===== src/rtl/instr_fetch_pkg.sv =====
// rtl/instr_fetch_pkg.sv - shared constants for the instruction-fetch stage
package instr_fetch_pkg;

    localparam logic [1:0] ST_IDLE  = 2'd0;
    localparam logic [1:0] ST_FETCH = 2'd1;
    localparam logic [1:0] ST_HELD  = 2'd2;
    localparam logic [1:0] ST_DRAIN = 2'd3;

    localparam logic [31:0] NOP              = 32'h0000_0000;
    localparam logic [31:0] DEFAULT_RESET_PC = 32'h0000_0000;

    function automatic logic [31:0] word_align(input logic [31:0] addr);
        return {addr[31:2], 2'b00};
    endfunction

endpackage


===== src/rtl/fetch_skid.sv =====
// rtl/fetch_skid.sv - one-entry buffer for an instruction returned while the pipe is held
module fetch_skid (
    input  logic        clk,
    input  logic        reset,
    input  logic        load_i,
    input  logic        drain_i,
    input  logic        clear_i,
    input  logic [31:0] instr_i,
    input  logic [31:0] pc_add4_i,
    output logic [31:0] instr_o,
    output logic [31:0] pc_add4_o
);

    logic [31:0] instr_q;
    logic [31:0] pc_add4_q;

    always_ff @(posedge clk or posedge reset) begin
        if (reset) begin
            instr_q   <= 32'h0;
            pc_add4_q <= 32'h0;
        end else if (load_i) begin
            instr_q   <= instr_i;
            pc_add4_q <= pc_add4_i;
        end else if (drain_i || clear_i) begin
            instr_q   <= 32'h0;
            pc_add4_q <= 32'h0;
        end
    end

    assign instr_o   = instr_q;
    assign pc_add4_o = pc_add4_q;

endmodule


===== src/rtl/instr_fetch.sv =====
// rtl/instr_fetch.sv - IF stage: PC/next-PC selection, imem handshake, skid and bubble insertion
module instr_fetch
    import instr_fetch_pkg::*;
#(
    parameter logic [31:0] RESET_PC = DEFAULT_RESET_PC
) (
    input  logic        clk,
    input  logic        reset,
    input  logic        hold,
    input  logic        branchTaken,
    input  logic [31:0] branchTarget,
    input  logic        jump,
    input  logic [31:0] jumpTarget,
    input  logic        imemReady,
    input  logic [31:0] imemData,
    output logic        imemReq,
    output logic [31:0] imemAddr,
    output logic [31:0] pcAdd4IF,
    output logic [31:0] instructionIF,
    output logic        validIF
);

    logic [1:0]  state_q, state_d;
    logic [31:0] pc_q, pc_d;
    logic [31:0] req_addr_q, req_addr_d;
    logic [31:0] instr_q, instr_d;
    logic [31:0] pc_add4_q, pc_add4_d;
    logic        valid_q, valid_d;
    logic        skid_load, skid_drain, skid_clear;
    logic [31:0] skid_instr, skid_pc_add4;
    logic        redirect;
    logic [31:0] target;
    logic [31:0] seq_addr;

    assign redirect = jump || branchTaken;
    assign target   = word_align(jump ? jumpTarget : branchTarget);
    assign seq_addr = req_addr_q + 32'd4;

    always_comb begin
        state_d    = state_q;
        pc_d       = pc_q;
        req_addr_d = req_addr_q;
        instr_d    = instr_q;
        pc_add4_d  = pc_add4_q;
        valid_d    = valid_q;
        skid_load  = 1'b0;
        skid_drain = 1'b0;
        skid_clear = 1'b0;
        if (redirect) begin
            instr_d   = NOP;
            pc_add4_d = NOP;
            valid_d   = 1'b0;
            pc_d      = target;
            case (state_q)
                ST_FETCH: begin
                    // An unanswered request must be drained before a new address is issued.
                    if (imemReady) req_addr_d = target;
                    else           state_d    = ST_DRAIN;
                end
                ST_DRAIN: ;
                default: begin
                    req_addr_d = target;
                    state_d    = ST_FETCH;
                    skid_clear = 1'b1;
                end
            endcase
        end else if (hold) begin
            case (state_q)
                ST_IDLE: state_d = ST_FETCH;
                ST_FETCH: begin
                    if (imemReady) begin
                        skid_load = 1'b1;
                        pc_d      = seq_addr;
                        state_d   = ST_HELD;
                    end
                end
                ST_DRAIN: begin
                    if (imemReady) begin
                        req_addr_d = pc_q;
                        state_d    = ST_FETCH;
                    end
                end
                default: ;
            endcase
        end else begin
            case (state_q)
                ST_IDLE: begin
                    instr_d    = NOP;
                    pc_add4_d  = NOP;
                    valid_d    = 1'b0;
                    req_addr_d = pc_q;
                    state_d    = ST_FETCH;
                end
                ST_FETCH: begin
                    if (imemReady) begin
                        instr_d    = imemData;
                        pc_add4_d  = seq_addr;
                        valid_d    = 1'b1;
                        pc_d       = seq_addr;
                        req_addr_d = seq_addr;
                    end else begin
                        instr_d   = NOP;
                        pc_add4_d = NOP;
                        valid_d   = 1'b0;
                    end
                end
                ST_HELD: begin
                    instr_d    = skid_instr;
                    pc_add4_d  = skid_pc_add4;
                    valid_d    = 1'b1;
                    skid_drain = 1'b1;
                    req_addr_d = pc_q;
                    state_d    = ST_FETCH;
                end
                default: begin
                    instr_d   = NOP;
                    pc_add4_d = NOP;
                    valid_d   = 1'b0;
                    if (imemReady) begin
                        req_addr_d = pc_q;
                        state_d    = ST_FETCH;
                    end
                end
            endcase
        end
    end

    always_ff @(posedge clk or posedge reset) begin
        if (reset) begin
            state_q    <= ST_IDLE;
            pc_q       <= RESET_PC;
            req_addr_q <= RESET_PC;
            instr_q    <= NOP;
            pc_add4_q  <= 32'h0;
            valid_q    <= 1'b0;
        end else begin
            state_q    <= state_d;
            pc_q       <= pc_d;
            req_addr_q <= req_addr_d;
            instr_q    <= instr_d;
            pc_add4_q  <= pc_add4_d;
            valid_q    <= valid_d;
        end
    end

    fetch_skid u_skid (
        .clk       (clk),
        .reset     (reset),
        .load_i    (skid_load),
        .drain_i   (skid_drain),
        .clear_i   (skid_clear),
        .instr_i   (imemData),
        .pc_add4_i (seq_addr),
        .instr_o   (skid_instr),
        .pc_add4_o (skid_pc_add4)
    );

    assign imemReq       = (state_q == ST_FETCH) || (state_q == ST_DRAIN);
    assign imemAddr      = req_addr_q;
    assign instructionIF = instr_q;
    assign pcAdd4IF      = pc_add4_q;
    assign validIF       = valid_q;

endmodule


===== config.mk =====
export PLATFORM = sky130hd
export DESIGN_NAME = instr_fetch
export DESIGN_NICKNAME = d
export VERILOG_FILES = /design/src/rtl/instr_fetch_pkg.sv /design/src/rtl/fetch_skid.sv /design/src/rtl/instr_fetch.sv
export SDC_FILE = /design/constraint.sdc
export NUM_CORES = 1
export LEC_CHECK = 0
export BUFFER_PORTS_ARGS = -buffer_cell sky130_fd_sc_hd__buf_2
export CAP_MARGIN = 20
export CORE_MARGIN = 3
export CORE_UTILIZATION = 55
export CTS_BUF_LIST = sky130_fd_sc_hd__clkbuf_2
export DETAILED_ROUTE_END_ITERATION = 12
export PLACE_DENSITY = 0.79
export SETUP_SLACK_MARGIN = 0.02
export SYNTH_ARGS = -nofsm -noshare
export SYNTH_HDL_FRONTEND = slang
export SYNTH_SLANG_ARGS = --single-unit

===== constraint.sdc =====
create_clock -name clk -period 9.4 [get_ports clk]
set_input_delay 0.94 -clock clk [delete_from_list [all_inputs] [get_ports clk]]
set_output_delay 0.94 -clock clk [all_outputs]
set_load 0.01 [all_outputs]

==> summary.txt, run 1 <==
Logic synthesis
  – Most common cell in the synthesized netlist: dfrtp_1
  – Share of the synthesized area in the top cell type: between 40% and 50%
  – Post-synth cell types: 78
  – Syn nets: 1191
  – Number of flops mapped to enable cells by yosys: 0
  – Syn Inst Count: 1083
  – Top cells by area, synth: dfrtp_1 47%, o21ai_0 6.4%, a22oi_1 5.3%
  – Synthesis Warnings: 0
  – Top_reg_cell synth: dfrtp_1
  – FFs w/ async S/R, synth: 100%
  – Syn avg cell area: 9.55 sq um
  – Synth area leader: dfrtp_1
  – Synthesized area: 10300 sq um
  – Top cells by count, synth: 195 x dfrtp_1, 133 x o21ai_0, 128 x nand2_1
  – Post-synthesis sequential area ratio: about 47%
  – Post-synthesis register bit count: 195

Detailed routing
  – First DRT Iteration DRCs: ~1100
  – Vias: 9672
  – DRC: 0
  – ANT nets after route: 0
  – WL final: roughly 31 mm
  – First-pass DRT Iterations: 6
  – Routed WL per cell: between 20 and 25 microns
  – Vias per inst: 6.65

Timing
  – Fin crit share: between 30% and 40%
  – Max-slew violation count: 0
  – Final setup viols: 0
  – Setup TNS: 0 ns
  – Max_slew headroom: 34.9%
  – Peak Freq: 281 MHz
  – RSZ-0062 raised after global routing: no
  – Worst Tran Pin Value: 0.977 ns
  – Worst Slack Setup Final: about 6 ns
  – Final hold vios: 0
  – Minimum clock period after layout: roughly 3.6 ns
  – Worst Skew: 0.0615 ns

Clock tree
  – CTS root buf: clkbuf_2
  – Setup Fix Bufs, Post-CTS: 0
  – CTS tree: done
  – Resize count post-CTS: 0
  – Hold Buf Count CTS: 0
  – CTS Sinks: approximately 200
  – CTS buffer count: 17
  – Htree depth: 4
  – Clock transition at path regs: 0.35 ns
  – Worst-Skew Late Latency: 0.83 ns
  – Clk buf depth: 2

Floorplan
  – Full die area: slightly above 20000 sq um
  – Die Width: between 100 and 150 microns
  – IO Count: 200
  – Die H: roughly 140 microns
  – FP Rows: 49
  – Starting Density: 56.8%
  – Core Box Area: 18200 sq um

Finish
  – Register area: 4880 sq um
  – Nets: roughly 1300
  – Final non-filler cell total: approximately 1500
  – Layout cells sized above 1: 22.7%
  – Fillers: 1537
  – Area occupied by multi-input gates: 4880 sq um
  – Area grow syn2layout: 11.5%

Setup path
  – CP startpoint kind: flip-flop
  – Max stage delay on crit path: around 0.86 ns
  – Crit-path max FO: 46
  – Flop-to-flop setup slack: approximately 6 ns
  – Crit-path leading delay family: simple AND/OR/NAND/NOR gates
  – Worst setup EP type: flip-flop
  – Critical path type: flip-flop to flip-flop
  – CP bufs+invs: 1
  – Worst EP required: 10.10 ns
  – Critical path's slowest cell: and2_2
  – Critical Path AT: 4.26 ns
  – Crit-path cells: inv_1 -> ha_1 -> and2_2 -> nand4b_1 -> o21ai_0

Placement
  – Post-Place Cells: approximately 1400
  – Hpwl dp: 20.3 mm
  – Placer Congestion: 0.966
  – Pre-CTS WS: 5.30 ns
  – I/O Buffers: 195

Power
  – Power per standard cell area: roughly 240 nW/um^2
  – Maximum VDD drop: around 140 uV
  – Power Total: 2820 uW
  – Leak: 0.00511 uW

GRT
  – Largest net degree at the start of global routing: 123
  – Global-route wire length before repair: approximately 48 mm
  – Total GRT Usage: 29.7%
  – Initial antenna violation count: 1
  – GRT overflow: 0
  – Vias in the first global route: approximately 9000

Min path
  – Hold Crit Class: input pin to asynchronous set/reset pin

Run
  – Maxcap violations: 0

Status
  – Status: completed
-- flip-flops by register name, indices dropped and copies added (netlist names) --
name / cells
validIF: 1
pcAdd4IF: 32
pc_q: 32
imemAddr: 32
u_skid.instr_o: 32
u_skid.pc_add4_o: 32
state_q: 2
instructionIF: 32
-- path summary, 6_finish.rpt --
path / from / end / depth (start not counted)
setup reg to reg: state_q[1] / pcAdd4IF[24] / 5
setup / recovery: state_q[1] / pcAdd4IF[24] / 5
min in group clk: jumpTarget[26] / pc_q[26] / 3
hold reg to reg: pcAdd4IF[4] / pcAdd4IF[4] / 1
hold / removal: reset / pc_q[26] / 2
max in group asynchronous: reset / u_skid.pc_add4_o[14] / 3
-- cells in the final DEF, fill, tap and decap left out, types with 6 or more instances in the layout --
| cell type | n |
|---|---|
| nand3_1 | 23 |
| a221o_1 | 8 |
| or2_2 | 6 |
| buf_2 | 195 |
| nor4_1 | 6 |
| a221oi_1 | 14 |
| xor2_1 | 8 |
| o22ai_1 | 12 |
| a211oi_1 | 9 |
| inv_1 | 15 |
| a22o_1 | 11 |
| xnor2_1 | 17 |
| nor2_1 | 45 |
| clkbuf_2 | 17 |
| nor3_1 | 25 |
| nand4_1 | 9 |
| dfrtp_1 | 195 |
| a21oi_1 | 51 |
| a32o_1 | 34 |
| o21a_1 | 6 |
| o221ai_1 | 7 |
| buf_4 | 15 |
| ha_1 | 6 |
| a22oi_1 | 73 |
| nand2_1 | 128 |
| mux2i_1 | 13 |
| o21ai_0 | 133 |
| o211ai_1 | 12 |
| a222oi_1 | 7 |
| o31ai_1 | 9 |
| and3_1 | 7 |
-- where the power goes --
group / internal, uW / switching, uW
clock network: 100 / 349
logic: 403 / 741
registers: 1010 / 220
-- metrics by stage --
stage               hold WS (ns)  util (%)  cell area, sq um
floorplan                  0.450         -             10300
global placement           0.456      61.5             11200
detailed placement         0.460      61.5             11200
CTS                        0.214      63.0             11500
global route               0.268      63.3             11500
finish                     0.186      63.3             11500
-- final cells by class --
class / count / area share (%)
diodes: 1 / 0.0217
clock buffers: 17 / 0.738
clock inverters: 15 / 1.73
inverters: 16 / 0.586
multi-input cells: 770 / 42.3
flip-flops and latches: 195 / 42.3
well taps: 229 / 2.49
repair buffers: 212 / 9.81
-- kinds of logic after synthesis --
logic type / count (synthesis) / share of synthesized area, %
AOI/OAI and AO/OA: 430 / 28.5
xor gates and xnor gates: 25 / 2.12
adders and majority gates: 6 / 0.726
buffers and inverters: 118 / 5.88
DFF: 195 / 47.2
muxes: 17 / 1.69
and+or+nand+nor: 292 / 13.9
-- metal layers --
metal  vias to the layer above  share of wire, %  track usage [%]
li1                       4354                 -                -
met1                      4643                40             42.8
met2                       581                45             44.2
met3                        94                11             5.93
met4                         0               3.4             12.4
met5                         -                 0                0
Power figures use the tool's default switching activity.
==> inputs of run 2 (changes only) <==
==> constraint.sdc (replaced) <==
create_clock -name clk -period 3.65 [get_ports clk]
set_input_delay 0.365 -clock clk [delete_from_list [all_inputs] [get_ports clk]]
set_output_delay 0.365 -clock clk [all_outputs]
set_load 0.01 [all_outputs]
==> summary.txt, run 2 (synthesized netlist as in run 1, its figures left out) <==
Status
  – Status: completed

Finish
  – Nets: 1440 (+9.1%)
  – Most frequent cells in the layout: 195 x dfrtp_1, 195 x buf_2, 133 x o21ai_0
  – Area grow syn2layout: 23.0%
  – Layout cells sized above 1: 21.6% (-1.1 points)
  – Fillers: 1445 (-6.0%)

Power
  – Maximum VDD drop: 399 uV (+190%)
  – Power per standard cell area: 591 nW/um^2 (+140%)
  – Leak: 0.00562 uW (+9.9%)

Timing
  – Final hold vios: 0 (unchanged)
  – Peak Freq: 326 MHz (+16%)
  – Final setup viols: 0 (unchanged)
  – Hold_ws: 0.0730 ns (-0.113 ns)
  – Worst Skew: 0.0497 ns (-0.0118 ns)
  – Max-slew violation count: 0 (unchanged)
  – Minimum clock period after layout: 3.07 ns (-0.487 ns)
  – Fin crit share: 84.1% (+46 points)
  – Max_slew headroom: 39.3% (+4.4 points)
  – RSZ-0062 raised after global routing: no
  – Worst Tran Pin Value: 0.902 ns (-0.0750 ns)
  – Setup TNS: 0 ns (unchanged)

Floorplan
  – Full die area: 20500 sq um (unchanged)
  – Starting Density: 56.8% (unchanged)
  – IO Count: 200 (unchanged)
  – Core Box Area: 18200 sq um (unchanged)
  – FP Rows: 49 (unchanged)
  – Die H: 143 microns (unchanged)
  – Die Width: 143 microns (unchanged)

Placement
  – Placer Congestion: 1.01 (+4.6%)
  – I/O Buffers: 195 (unchanged)
  – Hpwl dp: 21.1 mm (+4.0%)

Setup path
  – Reg2Reg Depth: 8 (+3)
  – Worst setup EP type: flip-flop
  – Critical path type: flip-flop to flip-flop
  – Critical Path AT: 3.80 ns (-0.46 ns)
  – Worst EP required: 4.38 ns (-5.72 ns)
  – Critical Path Source: state_q[1]
  – CP startpoint kind: flip-flop
  – CP endpoint: pc_q[26]
  – Flop-to-flop setup slack: 0.58 ns (-5.26 ns)
  – Critical register-to-register path startpoint: state_q[1]
  – Crit-path max FO: 38 (-17%)
  – Worst flop-to-flop path endpoint: pc_q[26]

Clock tree
  – Clk buf depth: 2 (unchanged)
  – CTS buffer count: 17 (unchanged)
  – Setup Fix Bufs, Post-CTS: 0 (unchanged)
  – Worst-Skew Late Latency: 0.82 ns (about the same)
  – CTS root buf: clkbuf_2
  – CTS Sinks: 195 (unchanged)
  – Clock transition at path regs: 0.33 ns (-0.02 ns)
  – CTS tree: done
  – Htree depth: 4 (unchanged)

Detailed routing
  – Vias per inst: 6.47 (-2.6%)
  – ANT nets after route: 0 (unchanged)
  – DRC: 0 (unchanged)
  – First-pass DRT Iterations: 8 (+2)
  – WL final: 32.7 mm (+6.4%)
  – Routed WL per cell: 20.7 microns (-1.8%)
  – Vias: 10200 (+5.6%)
  – First DRT Iteration DRCs: 1251 (+9.0%)

Min path
  – Hold Startpoint: jumpTarget[10]
  – Hold Crit Class: input pin to flip-flop

GRT
  – Vias in the first global route: 9584 (+7.7%)
  – Initial antenna violation count: 1 (unchanged)
  – Total GRT Usage: 31.4% (+1.7 points)
  – GRT overflow: 0 (unchanged)
  – Largest net degree at the start of global routing: 123 (unchanged)
  – Global-route wire length before repair: 50.8 mm (+5.6%)

Run
  – Maxcap violations: 0 (unchanged)
-- run 2: per-layer routing --
layer | vias up | share of wire (%) | global-route usage, % | routed length, microns
li1 | 4580 | - | - | -
met1 | 4871 | 40 | 43.2 | 13000
met2 | 666 | 45 | 48.6 | 14900
met3 | 94 | 12 | 8.17 | 3810
met4 | 0 | 3.1 | 11.3 | 1010
met5 | - | 0 | 0 | 0
-- run 2: cell type report --
| cell class | instances | area (sq um) | share of cell area (%) |
|---|---|---|---|
| tap | 229 | 287 | 2.25 |
| clock inverter | 15 | 209 | 1.64 |
| multi-input combinational | 770 | 4870 | 38.3 |
| timing repair buffer | 332 | 2310 | 18.1 |
| antenna | 3 | 7.51 | 0.0590 |
| sequential | 195 | 4880 | 38.4 |
| inverter | 16 | 63.8 | 0.502 |
| clock buffer | 17 | 85.1 | 0.669 |
-- run 2: worst min path at each step --
stage               cells past startpoint  slack [ns]                  end
floorplan                               2        0.45  u_skid.pc_add4_o[4]
global route                            4        0.09          imemAddr[8]
detailed placement                      2        0.46    instructionIF[17]
global placement                        2        0.46     instructionIF[7]
CTS                                     4        0.01         imemAddr[10]
finish                                  4        0.07         imemAddr[10]
-- run 2: stage by stage --
step / power, uW / cells / instance area (sq um) / util [%] / setup slack (ns)
2_1_floorplan: 5150 / 1083 / 10300 / - / 0.767
5_1_grt: 7940 / 1576 / 12700 / 69.8 / 0.372
3_3_place_gp: 6050 / 1436 / 11400 / 62.3 / 0.818
6_report: 7510 / 1577 / 12700 / 69.8 / 0.580
3_5_place_dp: 6120 / 1436 / 11400 / 62.3 / 0.764
4_1_cts: 7430 / 1574 / 12700 / 69.8 / 0.658
-- run 2: where the power goes --
group	internal (uW)	switching (uW)	leakage, uW	total [uW]
logic	1170	1950	0.00288	3120
clock network	277	932	0.000165	1210
registers	2600	578	0.00257	3180
total	4050	3460	0.00562	7510
-- run 2: critical path: stages, from the launching register on --
cell,delay (ns)
dfrtp_1,0.48
inv_1,0.13
ha_1,0.47
and2_2,0.29
buf_4,0.42
nand2_1,0.26
nor3_1,0.27
o31ai_1,0.09
dlygate4sd3_1,0.59
-- run 2: repair_timing --
item	CTS	global route
hold buffers	106	0
endpoints found under the setup margin	0	0
endpoints found under the hold margin	314	0
gates resized for setup	0	0
